[config.mk]
export PLATFORM = sky130hd
export DESIGN_NAME = vga_sync_gen
export DESIGN_NICKNAME = d
export VERILOG_FILES = /design/src/rtl/vga_pkg.sv /design/src/rtl/vga_pixel_tick.sv /design/src/rtl/vga_sync_gen.sv
export SDC_FILE = /design/constraint.sdc
export NUM_CORES = 1
export LEC_CHECK = 0
export ABC_AREA = 0
export BUFFER_PORTS_ARGS = -buffer_cell sky130_fd_sc_hd__buf_4
export CORE_ASPECT_RATIO = 1.2
export CORE_UTILIZATION = 40
export CTS_CLUSTER_SIZE = 16
export DETAILED_ROUTE_END_ITERATION = 8
export PLACE_DENSITY = 0.64
export SLEW_MARGIN = 25
export SYNTH_ARGS = -nofsm -noshare
export SYNTH_HDL_FRONTEND = slang
export SYNTH_HIERARCHICAL = 1
export SYNTH_SLANG_ARGS = --single-unit
[constraint.sdc]
create_clock -name clk -period 4.45 [get_ports clk]
set_input_delay 0.89 -clock clk [delete_from_list [all_inputs] [get_ports clk]]
set_output_delay 0.89 -clock clk [all_outputs]
set_load 0.02 [all_outputs]
[src/rtl/vga_pkg.sv]
// VGA 640x480@60 timing constants shared by the sync generator and the display colour generator.
package vga_pkg;

  localparam int COORD_W = 10;

  localparam int H_DISP = 640;
  localparam int H_FP   = 16;
  localparam int H_SYNC = 96;
  localparam int H_BP   = 48;
  localparam int H_TOT  = H_DISP + H_FP + H_SYNC + H_BP;

  localparam int V_DISP = 480;
  localparam int V_FP   = 10;
  localparam int V_SYNC = 2;
  localparam int V_BP   = 33;
  localparam int V_TOT  = V_DISP + V_FP + V_SYNC + V_BP;

  localparam logic SYNC_ACTIVE = 1'b0;

  localparam int DIV_DEFAULT   = 4;
  localparam int BLINK_W       = 6;
  localparam int BLINK_DEFAULT = 30;

  typedef logic [COORD_W-1:0] coord_t;

  function automatic logic in_range(coord_t v, int lo, int hi);
    return (int'(v) >= lo) && (int'(v) <= hi);
  endfunction

endpackage

[src/rtl/vga_pixel_tick.sv]
// Pixel-rate enable: a free-running modulo-DIV counter whose terminal count is the tick.
module vga_pixel_tick #(
  parameter int DIV = 4
) (
  input  logic clk,
  input  logic rst,
  output logic pixel_tick
);

  localparam int DIV_W = (DIV > 1) ? $clog2(DIV) : 1;
  localparam logic [DIV_W-1:0] LAST = DIV_W'(DIV - 1);

  logic [DIV_W-1:0] div_cnt_q, div_cnt_d;

  always_comb begin
    div_cnt_d = (div_cnt_q == LAST) ? '0 : div_cnt_q + DIV_W'(1);
  end

  always_ff @(posedge clk) begin
    if (!rst) div_cnt_q <= '0;
    else      div_cnt_q <= div_cnt_d;
  end

  assign pixel_tick = (div_cnt_q == LAST);

endmodule

[src/rtl/vga_sync_gen.sv]
// VGA raster timing: pixel/line counters, registered syncs, video_on, strobes and frame-locked blink.
module vga_sync_gen
  import vga_pkg::*;
#(
  parameter int DIV          = DIV_DEFAULT,
  parameter int H_DISP       = vga_pkg::H_DISP,
  parameter int H_FP         = vga_pkg::H_FP,
  parameter int H_SYNC       = vga_pkg::H_SYNC,
  parameter int H_BP         = vga_pkg::H_BP,
  parameter int V_DISP       = vga_pkg::V_DISP,
  parameter int V_FP         = vga_pkg::V_FP,
  parameter int V_SYNC       = vga_pkg::V_SYNC,
  parameter int V_BP         = vga_pkg::V_BP,
  parameter int BLINK_FRAMES = BLINK_DEFAULT
) (
  input  logic               clk,
  input  logic               rst,
  output logic               pixel_tick,
  output logic [COORD_W-1:0] pixel_x,
  output logic [COORD_W-1:0] pixel_y,
  output logic               hsync,
  output logic               vsync,
  output logic               video_on,
  output logic               line_start,
  output logic               frame_start,
  output logic               blink
);

  localparam int HT    = H_DISP + H_FP + H_SYNC + H_BP;
  localparam int VT    = V_DISP + V_FP + V_SYNC + V_BP;
  localparam int HS_LO = H_DISP + H_FP;
  localparam int HS_HI = H_DISP + H_FP + H_SYNC - 1;
  localparam int VS_LO = V_DISP + V_FP;
  localparam int VS_HI = V_DISP + V_FP + V_SYNC - 1;

  localparam coord_t X_LAST = COORD_W'(HT - 1);
  localparam coord_t Y_LAST = COORD_W'(VT - 1);
  localparam logic [BLINK_W-1:0] BLINK_LAST = BLINK_W'(BLINK_FRAMES - 1);

  logic tick;

  vga_pixel_tick #(.DIV(DIV)) u_tick (
    .clk        (clk),
    .rst        (rst),
    .pixel_tick (tick)
  );

  coord_t x_q, x_d, y_q, y_d;
  logic hsync_q, hsync_d, vsync_q, vsync_d, video_on_q, video_on_d;
  logic line_start_q, line_start_d, frame_start_q, frame_start_d;
  logic blink_q, blink_d;
  logic [BLINK_W-1:0] blink_cnt_q, blink_cnt_d;

  // Syncs and video_on decode the next coordinates so they land with the counters.
  always_comb begin
    x_d = x_q;
    y_d = y_q;
    if (tick) begin
      if (x_q == X_LAST) begin
        x_d = '0;
        y_d = (y_q == Y_LAST) ? '0 : y_q + COORD_W'(1);
      end else begin
        x_d = x_q + COORD_W'(1);
      end
    end

    hsync_d       = in_range(x_d, HS_LO, HS_HI) ? SYNC_ACTIVE : ~SYNC_ACTIVE;
    vsync_d       = in_range(y_d, VS_LO, VS_HI) ? SYNC_ACTIVE : ~SYNC_ACTIVE;
    video_on_d    = (int'(x_d) < H_DISP) && (int'(y_d) < V_DISP);
    line_start_d  = tick && (x_d == '0);
    frame_start_d = line_start_d && (y_d == '0);

    blink_cnt_d = blink_cnt_q;
    blink_d     = blink_q;
    if (frame_start_d) begin
      if (blink_cnt_q == BLINK_LAST) begin
        blink_cnt_d = '0;
        blink_d     = ~blink_q;
      end else begin
        blink_cnt_d = blink_cnt_q + BLINK_W'(1);
      end
    end
  end

  // Reset parks the raster on the last blanking pixel so the first tick starts a frame.
  always_ff @(posedge clk) begin
    if (!rst) begin
      x_q           <= X_LAST;
      y_q           <= Y_LAST;
      hsync_q       <= ~SYNC_ACTIVE;
      vsync_q       <= ~SYNC_ACTIVE;
      video_on_q    <= 1'b0;
      line_start_q  <= 1'b0;
      frame_start_q <= 1'b0;
      blink_q       <= 1'b0;
      blink_cnt_q   <= '0;
    end else begin
      x_q           <= x_d;
      y_q           <= y_d;
      hsync_q       <= hsync_d;
      vsync_q       <= vsync_d;
      video_on_q    <= video_on_d;
      line_start_q  <= line_start_d;
      frame_start_q <= frame_start_d;
      blink_q       <= blink_d;
      blink_cnt_q   <= blink_cnt_d;
    end
  end

  assign pixel_tick  = tick;
  assign pixel_x     = x_q;
  assign pixel_y     = y_q;
  assign hsync       = hsync_q;
  assign vsync       = vsync_q;
  assign video_on    = video_on_q;
  assign line_start  = line_start_q;
  assign frame_start = frame_start_q;
  assign blink       = blink_q;

endmodule

# After elaboration in Yosys (flattened, before gate mapping)
# Cells that the tools add are included.
# totals
wordCells	43
latch_bits	0
ff_bits	34
memories	0
mem_bits_rw	0
output_inout_bits	27
mem_bits_ro	0
input_bits	2
# classes
n_eq_ne	4
bitwise	2
order_cmp	6
n_mux	8
add_sub_neg	4
reduce_logical	9
multipliers	0
div	0
shifts	0
# op_table
cell	count
2-to-1 mux 10 bit	5
adder 10 x 1 -> 10 bit (second input constant)	2
== test 10 bit (second input constant)	2
zero test 10 bit	2
greater-or-equal comparator 10 bit (second input constant)	1
greater-or-equal comparator 10 x 9 -> 1 bit (second input constant)	1
<= comparator 10 bit (second input constant)	1
<= comparator 10 x 9 -> 1 bit (second input constant)	1
< comparator 10 bit (second input constant)	1
< comparator 10 x 9 -> 1 bit (second input constant)	1
adder 6 x 1 -> 6 bit (second input constant)	1
== test 6 x 5 -> 1 bit (second input constant)	1
2-to-1 mux 6 bit	1
logical AND 1 bit	5
adder 2 x 1 -> 2 bit (second input constant)	1
== test 2 bit (second input constant)	1
2-to-1 mux 1 bit	2
NOT 1 bit	2
AND reduction 2 bit	1
OR reduction 2 bit	1

# Longest topological paths before layout
# Gate-level depths: netlist (run 1).
# logic_depth
word_depth	7
ltp_mapped	10

# Modules after synthesis
# The synthesis (run 1) kept the hierarchy.
# modules_own_cells
module	n_inst	area_per_inst_um2	seq_area_each_um2	cells_per_inst
vga_sync_gen	1	2093.3	640.6	268
vga_pixel_tick	1	73.8	40.0	5

# Least setup slack after synthesis (run 1)
# OpenSTA, ideal clock, no wires.
# synth_path
path_type	register -> register
start	register u_tick.div_cnt_q[0]
end	register blink_cnt_q[3]
t_required_ns	4.355
path_slack_ns	1.274
arrival_ns	3.081
stages_incl_launch_ff	9
n_path_buf	1
setup_ns	0.095
cell_sequence	dfxtp_1 -> ha_1 -> buf_2 -> nand3_1 -> or4_1 -> nor4_2 -> o211a_1 -> or4b_1 -> a221oi_1
# synth_via
elab_chain_len	5
elab_cells_between_ends	7
# synth_lines
item	line_no	text
start: declaration	vga_pixel_tick.sv:13	logic [DIV_W-1:0] div_cnt_q, div_cnt_d;
start signal: assignment	vga_pixel_tick.sv:21	else div_cnt_q <= div_cnt_d;
== test 2 bit *	vga_pixel_tick.sv:24	assign pixel_tick = (div_cnt_q == LAST);
named net pixel_tick	vga_sync_gen.sv:18	output logic pixel_tick,
2-to-1 mux 10 bit	vga_sync_gen.sv:58	if (tick) begin
zero test 10 bit	vga_sync_gen.sv:70	line_start_d = tick && (x_d == '0);
logical AND 1 bit	vga_sync_gen.sv:70	
logical AND 1 bit *	vga_sync_gen.sv:71	frame_start_d = line_start_d && (y_d == '0);
end signal: assignment	vga_sync_gen.sv:106	blink_cnt_q <= blink_cnt_d;
end: declaration	vga_sync_gen.sv:52	logic [BLINK_W-1:0] blink_cnt_q, blink_cnt_d;
# Mark *: on every way through the listed nets, which the timed path passes. The rest lies on a longest branch.
# A chain may end at the register's enable or synchronous reset.

# Worst setup path in the final report (run 1)
# layout_path
start	register x_q[5] (netlist: pixel_x[5])
end	register blink_cnt_q[4]
# layout_via
elab_chain_len	6
elab_cells_between_ends	10
# layout_lines
item	line_no	text
start: declaration	vga_sync_gen.sv:48	coord_t x_q, x_d, y_q, y_d;
start signal: assignment	vga_sync_gen.sv:88	x_q <= X_LAST;
start signal: assignment	vga_sync_gen.sv:98	x_q <= x_d;
adder 10 x 1 -> 10 bit / == test 10 bit (equally long branches)	vga_sync_gen.sv:63, vga_sync_gen.sv:59	
2-to-1 mux 10 bit	vga_sync_gen.sv:59	if (x_q == X_LAST) begin
2-to-1 mux 10 bit	vga_sync_gen.sv:58	
zero test 10 bit	vga_sync_gen.sv:70	
logical AND 1 bit	vga_sync_gen.sv:70	
logical AND 1 bit *	vga_sync_gen.sv:71	
# Every way passes the cells marked *; elsewhere a longest branch is shown, timed or not.

==> results.md, run 1 <==
* Outcome: completed
* Type of element launching the critical path: register
* Final Critical Period at 3.475 ns
* Post-CTS sizing at 0
* Endpoint, Worst Hold: u_tick/div_cnt_q[0]$_SDFF_PP0_
* Number of detailed-route iterations in the first pass at 4
* Initial standard-cell utilization of the core at 0.4119
* Count of different cell masters after synthesis at 60
* Post-Syn Instances at 273
* Number of enable flip-flop cells after synthesis at 0
* Die ar. at 0.005717 mm²
* Maximum clock rate at 287.7 MHz
* Data required time of the critical path at 4.64 ns
* Overflow left after global routing at 0
* Largest stage delay, worst path at about 0.85 ns
* Worst supply voltage drop on vdd at ~0.15 mV
* Pwr per Cell Area at 288.9 mW/mm²
* Die Y-Extent at 82.63 µm
* Final Non-Filler Cells at roughly 350
* Fraction of power consumed by sequential logic at 0.476
* Maximum number of buffers from clock root to sink at 2
* Worst-case clock skew at 0.006463 ns
* Syn_nets at 281
* Final count of pins violating max slew at 0
* Number of synthesized register bits at 34
* CTS hold repair buffers at 0
* Met3 Routed Length at about 230 µm
* Share of post-route cells with drive strength above 1 at 0.1517
* Post-layout instance area at 0.002460 mm²
* Proportion of synthesized flip-flops having asynchronous set or reset at 0
* Sequence of cells on the critical path: or4b_4, nor4_1, mux2i_1, o21ai_0, or4_1, o41ai_2
* Met1 Routed Length at 2435 µm
* Top cell family by delay on the critical path: simple AND/OR/NAND/NOR gates
* Fin Setup TNS at 0 ns
* # Max-Cap Violations at 0
* Instance area after placement at 0.002369 mm²
* Final number of hold-violating endpoints at 0
* Reg2reg path depth at 6
* Placed cell count at 344
* Iteration-0 DRC count of the detailed router at 315
* Type of the most critical hold path: register to register
* Setup violations, final at 0
* Num Clock Sinks at 34
* Post-layout net count at between 200 and 300
* Switching part of the total power at 0.3043
* Fin crit share at 0.7810
* Share of synthesized area occupied by flip-flops and latches at 0.3141
* Power share of the clock group at 0.335
* Overall track demand over capacity in global routing at 0.1920
* ANT cells at 0
* Number of buffers inserted during clock tree synthesis at 5
* Pin count of the biggest net entering global routing at 26
* Mean number of vias per cell at 5.994
* Critical Path Slowest Stage Cell: sky130_fd_sc_hd__nor4_1
* Number of primary I/O pins at 29
* Crit Path Max Fanout at 15
* Switching power at 0.2163 mW
* CTS Root Buffer Type: sky130_fd_sc_hd__clkbuf_8
* Mean cell area of the mapped netlist at 7.938 µm²
* TritonCTS clock tree: done
* Clock transition at the register clock pins on the worst setup and hold paths after CTS at 0.07 ns
* Top-area cell type share of the netlist area at 0.3141
* Number of setup buffers added after CTS at 0
* Initial antenna violation count at 0
* Maximum level of the CTS H-tree at 2
* Placement Rows at 29
* Final total power at 0.7107 mW
* Post-synthesis instance area at approximately 0.0022 mm²
* Highest routed metal layer: met4
* Crit. End Element: register
* Worst-skew pair later-pin latency at 0.28 ns
* Remaining DRCs at 0
* Met2 wire length at ~2500 µm
* Post-detailed-placement half-perimeter wirelength at 3750 µm
* Core outline area at ~0.0053 mm²
* Routability Congestion at 0.8624
* Worst max-slew margin expressed relative to the limit at 0.3574
* Worst Min Path Start: u_tick/div_cnt_q[0]$_SDFF_PP0_
* First-pass GRT wire length at 8790 µm
* Biggest area consumer among synthesized cells: sky130_fd_sc_hd__dfxtp_1
* Via count of the first global-routing pass at 1,822
* Detailed-route wire length per cell at 15.04 µm
* Yosys Warn Count at 6
* Static Leak at slightly above 0.9 nW
* WL final at 5293 µm
* Antenna-violating nets left at 0
* Port buffer count at 28
* Synthesis-to-finish area growth at 13.51%
* Number of cells on the worst hold path at 1
* Worst path arrival time at about 3.7 ns
* Horizontal die dimension at 69.19 µm
* Type of the worst setup path: register to register
* Slew of the pin with the lowest slew margin at 0.9551 ns
* Setup repair after global routing missed its margin: no
* Total number of vias at 2,110
* Crit path buffers/inverters at 0
* Logic gate share of total power at 0.188
* Slack of the worst reg-to-reg path at 0.97 ns
* Startpoint of the lowest-slack register-to-register path: pixel_x[5]$_SDFF_PN0_
* Launching instance or port of the critical path: pixel_x[5]$_SDFF_PN0_
* Main area contributors after synthesis: sky130_fd_sc_hd__dfxtp_1 (31%), sky130_fd_sc_hd__nand2_1 (4.7%), sky130_fd_sc_hd__ha_1 (3.5%)
* Endpoint of the most critical register-to-register path: blink_cnt_q[4]$_SDFFE_PN0P_
* Most used flip-flop cell after synthesis: sky130_fd_sc_hd__dfxtp_1
* Internal cell power at 0.4944 mW
[placed cells by master (no fill, tap or decap), drive strengths merged, types with 3 or more instances in the layout]
cell type	Yosys	layout
xor2	6	6
o211ai	4	4
and4	3	3
mux2i	6	6
or3	9	9
nor2	19	19
clkbuf	14	7
o21a	3	3
o21ai	16	16
nor4	11	11
or4	3	3
or4b	3	3
inv	8	8
nand3	13	13
nand3b	3	3
and3	5	5
nor3	6	6
and2	5	5
nand4	10	10
buf	6	29
ha	6	6
dfxtp	34	34
a21oi	13	13
nor2b	3	3
nand2	27	27
[sequential cells by signal, summed over array words and instances (netlist names)]
register,count
blink_cnt_q,6
vsync,1
video_on,1
pixel_y,10
blink,1
frame_start,1
line_start,1
u_tick/div_cnt_q,2
pixel_x,10
hsync,1
[through the flow]
step	utilization	hold WS [ns]	setup slack (ns)
finish	0.4675	0.4482	0.9747
global route	0.4675	0.4593	0.7293
detailed placement	0.4502	0.4427	1.004
floorplan	-	0.4191	1.274
global placement	0.4502	0.4232	1.095
CTS	0.4675	0.4523	0.9915
[how the worst max path moves through the flow]
stage                                        endpoint  slack (ns)  cells past startpoint
after floorplan           blink_cnt_q[3]$_SDFFE_PN0P_        1.27                      8
final                     blink_cnt_q[4]$_SDFFE_PN0P_        0.97                      6
after global routing      blink_cnt_q[3]$_SDFFE_PN0P_        0.73                      6
after detailed placement  blink_cnt_q[3]$_SDFFE_PN0P_        1.00                      6
after CTS                 blink_cnt_q[4]$_SDFFE_PN0P_        0.99                      7
after global placement    blink_cnt_q[3]$_SDFFE_PN0P_        1.09                      6
[final cells by class]
cell class	instances	area, µm²
clock buffers	7	86.33
repair buffers	29	217.7
multi-input cells	211	1363
well taps	62	77.57
fillers	534	2801
flip-flops and latches	34	680.7
inverters	8	30.03
clock inverters	1	5.005
[cells by family after synthesis]
family                     Yosys count  synth area share
buffers and inverters               28           0.05716
adders and majority gates            6           0.03464
and+or+nand+nor                    130            0.3395
AOI/OAI and AO/OA                   61            0.1946
muxes                                6           0.02771
xor gates and xnor gates             8           0.03233
DFF                                 34            0.3141
[synthesized netlist by cell type, types with 3 or more instances]
cell type                  count
sky130_fd_sc_hd__nor2_1       19
sky130_fd_sc_hd__nand4_1      10
sky130_fd_sc_hd__buf_2         3
sky130_fd_sc_hd__nand3_1      13
sky130_fd_sc_hd__or4_1         3
sky130_fd_sc_hd__o21a_1        3
sky130_fd_sc_hd__o211ai_1      4
sky130_fd_sc_hd__nor2b_1       3
sky130_fd_sc_hd__and4_1        3
sky130_fd_sc_hd__or3_1         9
sky130_fd_sc_hd__o21ai_0      15
sky130_fd_sc_hd__nor4_1       10
sky130_fd_sc_hd__mux2i_1       6
sky130_fd_sc_hd__and3_1        5
sky130_fd_sc_hd__and2_1        5
sky130_fd_sc_hd__nand2_1      27
sky130_fd_sc_hd__inv_1         8
sky130_fd_sc_hd__a21oi_1      13
sky130_fd_sc_hd__dfxtp_1      34
sky130_fd_sc_hd__xor2_1        6
sky130_fd_sc_hd__ha_1          6
sky130_fd_sc_hd__clkbuf_1     14
sky130_fd_sc_hd__nand3b_1      3
sky130_fd_sc_hd__nor3_1        6
[power by group through the flow]
stage | clock network [mW] | registers, mW | logic, mW
floorplan | 0 | 0.340 | 0.100
global placement | 0 | 0.345 | 0.132
detailed placement | 0 | 0.345 | 0.132
CTS | 0.243 | 0.338 | 0.134
global route | 0.257 | 0.341 | 0.147
finish | 0.238 | 0.339 | 0.134
[worst reg2reg max path: cells and delay by family, from the launching register on]
kind / cells / cell delay [ns]
multiplexers: 1 / 0.53
AND/OR/NAND/NOR: 3 / 2.03
flip-flops: 1 / 0.45
AO/OA/AOI/OAI: 2 / 0.38
[per-layer routing]
layer / up-vias / GRT usage
li1: 1048 / -
met2: 67 / 0.3049
met3: 15 / 0.03398
met4: 0 / 0.09388
met5: - / 0
met1: 980 / 0.2529
Power figures use the tool's default switching activity.
==> run 2, diff against run 1 <==
--- a/config.mk
+++ b/config.mk
@@ -5,7 +5,7 @@
 export SDC_FILE = /design/constraint.sdc
 export NUM_CORES = 1
 export LEC_CHECK = 0
-export ABC_AREA = 0
+export ABC_AREA = 1
 export BUFFER_PORTS_ARGS = -buffer_cell sky130_fd_sc_hd__buf_4
 export CORE_ASPECT_RATIO = 1.2
 export CORE_UTILIZATION = 40
==> constraint.sdc (replaced) <==
create_clock -name clk -period 3.3 [get_ports clk]
set_input_delay 0.66 -clock clk [delete_from_list [all_inputs] [get_ports clk]]
set_output_delay 0.66 -clock clk [all_outputs]
set_load 0.02 [all_outputs]
==> results.md, run 2 <==
* Remaining DRCs at 0 (unchanged)
* Number of cells on the worst hold path at 1 (unchanged)
* Clock transition at the register clock pins on the worst setup and hold paths after CTS at 0.08 ns (was 0.07 ns)
* Die Y-Extent at 81.88 µm (was 82.63 µm)
* Critical Path Slowest Stage Cell: sky130_fd_sc_hd__ha_1 (was sky130_fd_sc_hd__nor4_1)
* # Max-Cap Violations at 0 (unchanged)
* Maximum level of the CTS H-tree at 2 (unchanged)
* Worst max-slew margin expressed relative to the limit at 0.6838 (was 0.3574)
* Final number of hold-violating endpoints at 0 (unchanged)
* Syn_nets at 341 (was 281)
* Biggest area consumer among synthesized cells: sky130_fd_sc_hd__dfxtp_1 (unchanged)
* Most common cell after layout, fill and taps aside: sky130_fd_sc_hd__nand2_1 (was sky130_fd_sc_hd__dfxtp_1)
* Mean number of vias per cell at 4.932 (was 5.994)
* Count of different cell masters after synthesis at 32 (was 60)
* Final count of pins violating max slew at 0 (unchanged)
* Crit. End Element: register (unchanged)
* Top cell types by occurrence after synthesis: sky130_fd_sc_hd__nand2_1 (99), sky130_fd_sc_hd__nor2_1 (47), sky130_fd_sc_hd__inv_1 (44), sky130_fd_sc_hd__dfxtp_1 (34), sky130_fd_sc_hd__nand3_1 (25) (was sky130_fd_sc_hd__dfxtp_1 (34), sky130_fd_sc_hd__nand2_1 (27), sky130_fd_sc_hd__nor2_1 (19), sky130_fd_sc_hd__o21ai_0 (15), sky130_fd_sc_hd__clkbuf_1 (14))
* First-pass GRT wire length at 8280 µm (was 8790 µm)
* Initial standard-cell utilization of the core at 0.4246 (was 0.4119)
* Slew of the pin with the lowest slew margin at 0.4744 ns (was 0.9551 ns)
* Maximum number of buffers from clock root to sink at 2 (unchanged)
* Yosys Warn Count at 6 (unchanged)
* Top-area cell type share of the netlist area at 0.3200 (was 0.3141)
* Overflow left after global routing at 0 (unchanged)
* Number of synthesized register bits at 34 (unchanged)
* Top library cells by usage in the layout, fill and taps aside: sky130_fd_sc_hd__nand2_1 (99), sky130_fd_sc_hd__nor2_1 (47), sky130_fd_sc_hd__inv_1 (44) (was sky130_fd_sc_hd__dfxtp_1 (34), sky130_fd_sc_hd__buf_4 (29), sky130_fd_sc_hd__nand2_1 (27))
* Main area contributors after synthesis: sky130_fd_sc_hd__dfxtp_1 (32%), sky130_fd_sc_hd__nand2_1 (17%), sky130_fd_sc_hd__nor2_1 (8.3%) (was sky130_fd_sc_hd__dfxtp_1 (31%), sky130_fd_sc_hd__nand2_1 (4.7%), sky130_fd_sc_hd__ha_1 (3.5%))
* Core outline area at 0.005010 mm² (was 0.005261 mm²)
* Post-Syn Instances at 333 (was 273)
* Outcome: completed (unchanged)
* Top cell family by delay on the critical path: simple AND/OR/NAND/NOR gates (unchanged)
* Mean cell area of the mapped netlist at 6.388 µm² (was 7.938 µm²)
* Share of post-route cells with drive strength above 1 at 0.1896 (was 0.1517)
* Share of synthesized area occupied by flip-flops and latches at 0.3200 (was 0.3141)
* Worst-skew pair later-pin latency at 0.29 ns (was 0.28 ns)
* Number of buffers inserted during clock tree synthesis at 5 (unchanged)
* Pin count of the biggest net entering global routing at 20 (was 26)
* Post-CTS sizing at 0 (unchanged)
* CTS hold repair buffers at 0 (unchanged)
* Setup repair after global routing missed its margin: no (unchanged)
* Overall track demand over capacity in global routing at 0.2007 (was 0.1920)
* Fin Setup TNS at 0 ns (unchanged)
* Number of enable flip-flop cells after synthesis at 0 (unchanged)
* Worst Min Path Start: u_tick/div_cnt_q[0]$_SDFF_PP0_ (unchanged)
* Iteration-0 DRC count of the detailed router at 120 (was 315)
* Largest stage delay, worst path at 0.46 ns (was 0.85 ns)
* Instance area after placement at 0.002392 mm² (was 0.002369 mm²)
* Port buffer count at 28 (unchanged)
* Worst supply voltage drop on vdd at 0.3190 mV (was 0.1508 mV)
* Pwr per Cell Area at 427.8 mW/mm² (was 288.9 mW/mm²)
* Number of primary I/O pins at 29 (unchanged)
* Crit Path Max Fanout at 11 (was 15)
* Initial antenna violation count at 0 (unchanged)
* Number of detailed-route iterations in the first pass at 4 (unchanged)
* TritonCTS clock tree: done (unchanged)
* Die ar. at 0.005615 mm² (was 0.005717 mm²)
* Slack of the worst reg-to-reg path at 0.83 ns (was 0.97 ns)
* Endpoint of the most critical register-to-register path: blink_cnt_q[0]$_SDFFE_PN0P_ (was blink_cnt_q[4]$_SDFFE_PN0P_)
* Most used flip-flop cell after synthesis: sky130_fd_sc_hd__dfxtp_1 (unchanged)
* Endpoint, Worst Hold: u_tick/div_cnt_q[0]$_SDFF_PP0_ (unchanged)
* Number of setup buffers added after CTS at 0 (unchanged)
* Reg2reg path depth at 13 (was 6)
* Worst path arrival time at 2.71 ns (was 3.67 ns)
* Fillers at 512 (was 534)
* Num Clock Sinks at 34 (unchanged)
* Static Leak at 1.294 nW (was 0.9247 nW)
* ANT cells at 0 (unchanged)
* Maximum clock rate at 404.2 MHz (was 287.7 MHz)
* Crit path buffers/inverters at 0 (unchanged)
* Synthesis-to-finish area growth at 17.76% (was 13.51%)
* Via count of the first global-routing pass at 1,864 (was 1,822)
* Fin crit share at 0.7496 (was 0.7810)
* Post-layout instance area at 0.002505 mm² (was 0.002460 mm²)
* Detailed-route wire length per cell at 12.11 µm (was 15.04 µm)
* Post-synthesis instance area at 0.002127 mm² (was 0.002167 mm²)
* Antenna-violating nets left at 0 (unchanged)
* Proportion of synthesized flip-flops having asynchronous set or reset at 0 (unchanged)
* Routability Congestion at 0.8575 (was 0.8624)
* Worst-case clock skew at 0.005045 ns (was 0.006463 ns)
* Total number of vias at 2,091 (was 2,110)
* Most frequent cell on the critical path: sky130_fd_sc_hd__nand2_1
* Setup violations, final at 0 (unchanged)
* Sequence of cells on the critical path: ha_1, nand2_1, nor2_1, nand2_1, xor2_1, nand2_1, nor2_1, nand3_1, nor2_4, nand2_4, nor2_2, nand2_1, nand2_1 (was or4b_4, nor4_1, mux2i_1, o21ai_0, or4_1, o41ai_2)
* Placement Rows at 28 (was 29)
* WL final at 5133 µm (was 5293 µm)
* Post-layout net count at 372 (was 297)
* CTS Root Buffer Type: sky130_fd_sc_hd__clkbuf_8 (unchanged)
* Post-detailed-placement half-perimeter wirelength at 3946 µm (was 3750 µm)
* Data required time of the critical path at 3.54 ns (was 4.64 ns)
* Horizontal die dimension at 68.57 µm (was 69.19 µm)
* Startpoint of the lowest-slack register-to-register path: u_tick/div_cnt_q[0]$_SDFF_PP0_ (was pixel_x[5]$_SDFF_PN0_)
* Final Critical Period at 2.474 ns (was 3.475 ns)
* Type of element launching the critical path: register (unchanged)
* Type of the most critical hold path: register to register (unchanged)
* Type of the worst setup path: register to register (unchanged)
* Dominant cell by count in the synthesized netlist: sky130_fd_sc_hd__nand2_1 (was sky130_fd_sc_hd__dfxtp_1)
## run 2: changes by cell type in the layout (fill, tap and decap cells not counted), moves of 7 or more
cell / delta
sky130_fd_sc_hd__nand2_1: +72
sky130_fd_sc_hd__inv_1: +36
sky130_fd_sc_hd__a21oi_1: -7
sky130_fd_sc_hd__nand3_1: +12
sky130_fd_sc_hd__nor2_1: +28
sky130_fd_sc_hd__nor4_1: -9
sky130_fd_sc_hd__or3_1: -9
sky130_fd_sc_hd__inv_2: +8
## run 2: cell type report
cell class | count | area (µm²) | area share
multi-input combinational | 240 | 1214 | 0.4845
sequential | 34 | 680.7 | 0.2717
timing repair buffer | 29 | 217.7 | 0.08691
inverter | 54 | 205.2 | 0.08192
clock buffer | 6 | 82.58 | 0.03297
tap | 60 | 75.07 | 0.02997
clock inverter | 1 | 30.03 | 0.01199
## run 2: metal layers
layer / GRT usage / part of all wire / wire (µm) / up-vias
met5: 0 / 0 / 0 / -
met4: 0.09375 / 0.029 / 149 / 0
met3: 0.04167 / 0.032 / 165 / 9
met2: 0.3402 / 0.48 / 2479 / 46
met1: 0.2366 / 0.46 / 2339 / 929
li1: - / - / - / 1107
## run 2: where the power goes
group          switching [mW]  internal [mW]
sequential             0.0166          0.424
combinational           0.153         0.0736
clock                   0.163          0.242
## run 2: logic make-up after synthesis
logic type	after synthesis	share of synthesized area
buffers and inverters	59	0.1094
and+or+nand+nor	207	0.4582
AOI/OAI and AO/OA	26	0.07295
adders and majority gates	6	0.03529
xor gates and xnor gates	1	0.004118
DFF	34	0.3200
## run 2: worst max-delay path by stage
stage,from,endpoint,slack [ns],depth (start not counted)
after detailed placement,u_tick/div_cnt_q[0]$_SDFF_PP0_,blink_cnt_q[0]$_SDFFE_PN0P_,0.88,13
after CTS,u_tick/div_cnt_q[0]$_SDFF_PP0_,blink_cnt_q[0]$_SDFFE_PN0P_,0.85,13
final,u_tick/div_cnt_q[0]$_SDFF_PP0_,blink_cnt_q[0]$_SDFFE_PN0P_,0.83,13
after global placement,u_tick/div_cnt_q[0]$_SDFF_PP0_,blink_cnt_q[4]$_SDFFE_PN0P_,0.95,12
after global routing,u_tick/div_cnt_q[0]$_SDFF_PP0_,blink_cnt_q[0]$_SDFFE_PN0P_,0.51,13
after floorplan,u_tick/div_cnt_q[0]$_SDFF_PP0_,blink_cnt_q[4]$_SDFFE_PN0P_,1.18,13
## run 2: metrics by stage
stage	cells	power [mW]	util	hold WS (ns)	setup WS, ns
3_5_place_dp	417	0.6769	0.4775	0.4155	0.8789
5_1_grt	424	1.117	0.5000	0.4477	0.5090
4_1_cts	424	1.074	0.5000	0.4263	0.8505
3_3_place_gp	417	0.6738	0.4775	0.4041	0.9510
6_report	424	1.072	0.5000	0.4285	0.8262
2_1_floorplan	333	0.6178	-	0.3974	1.180
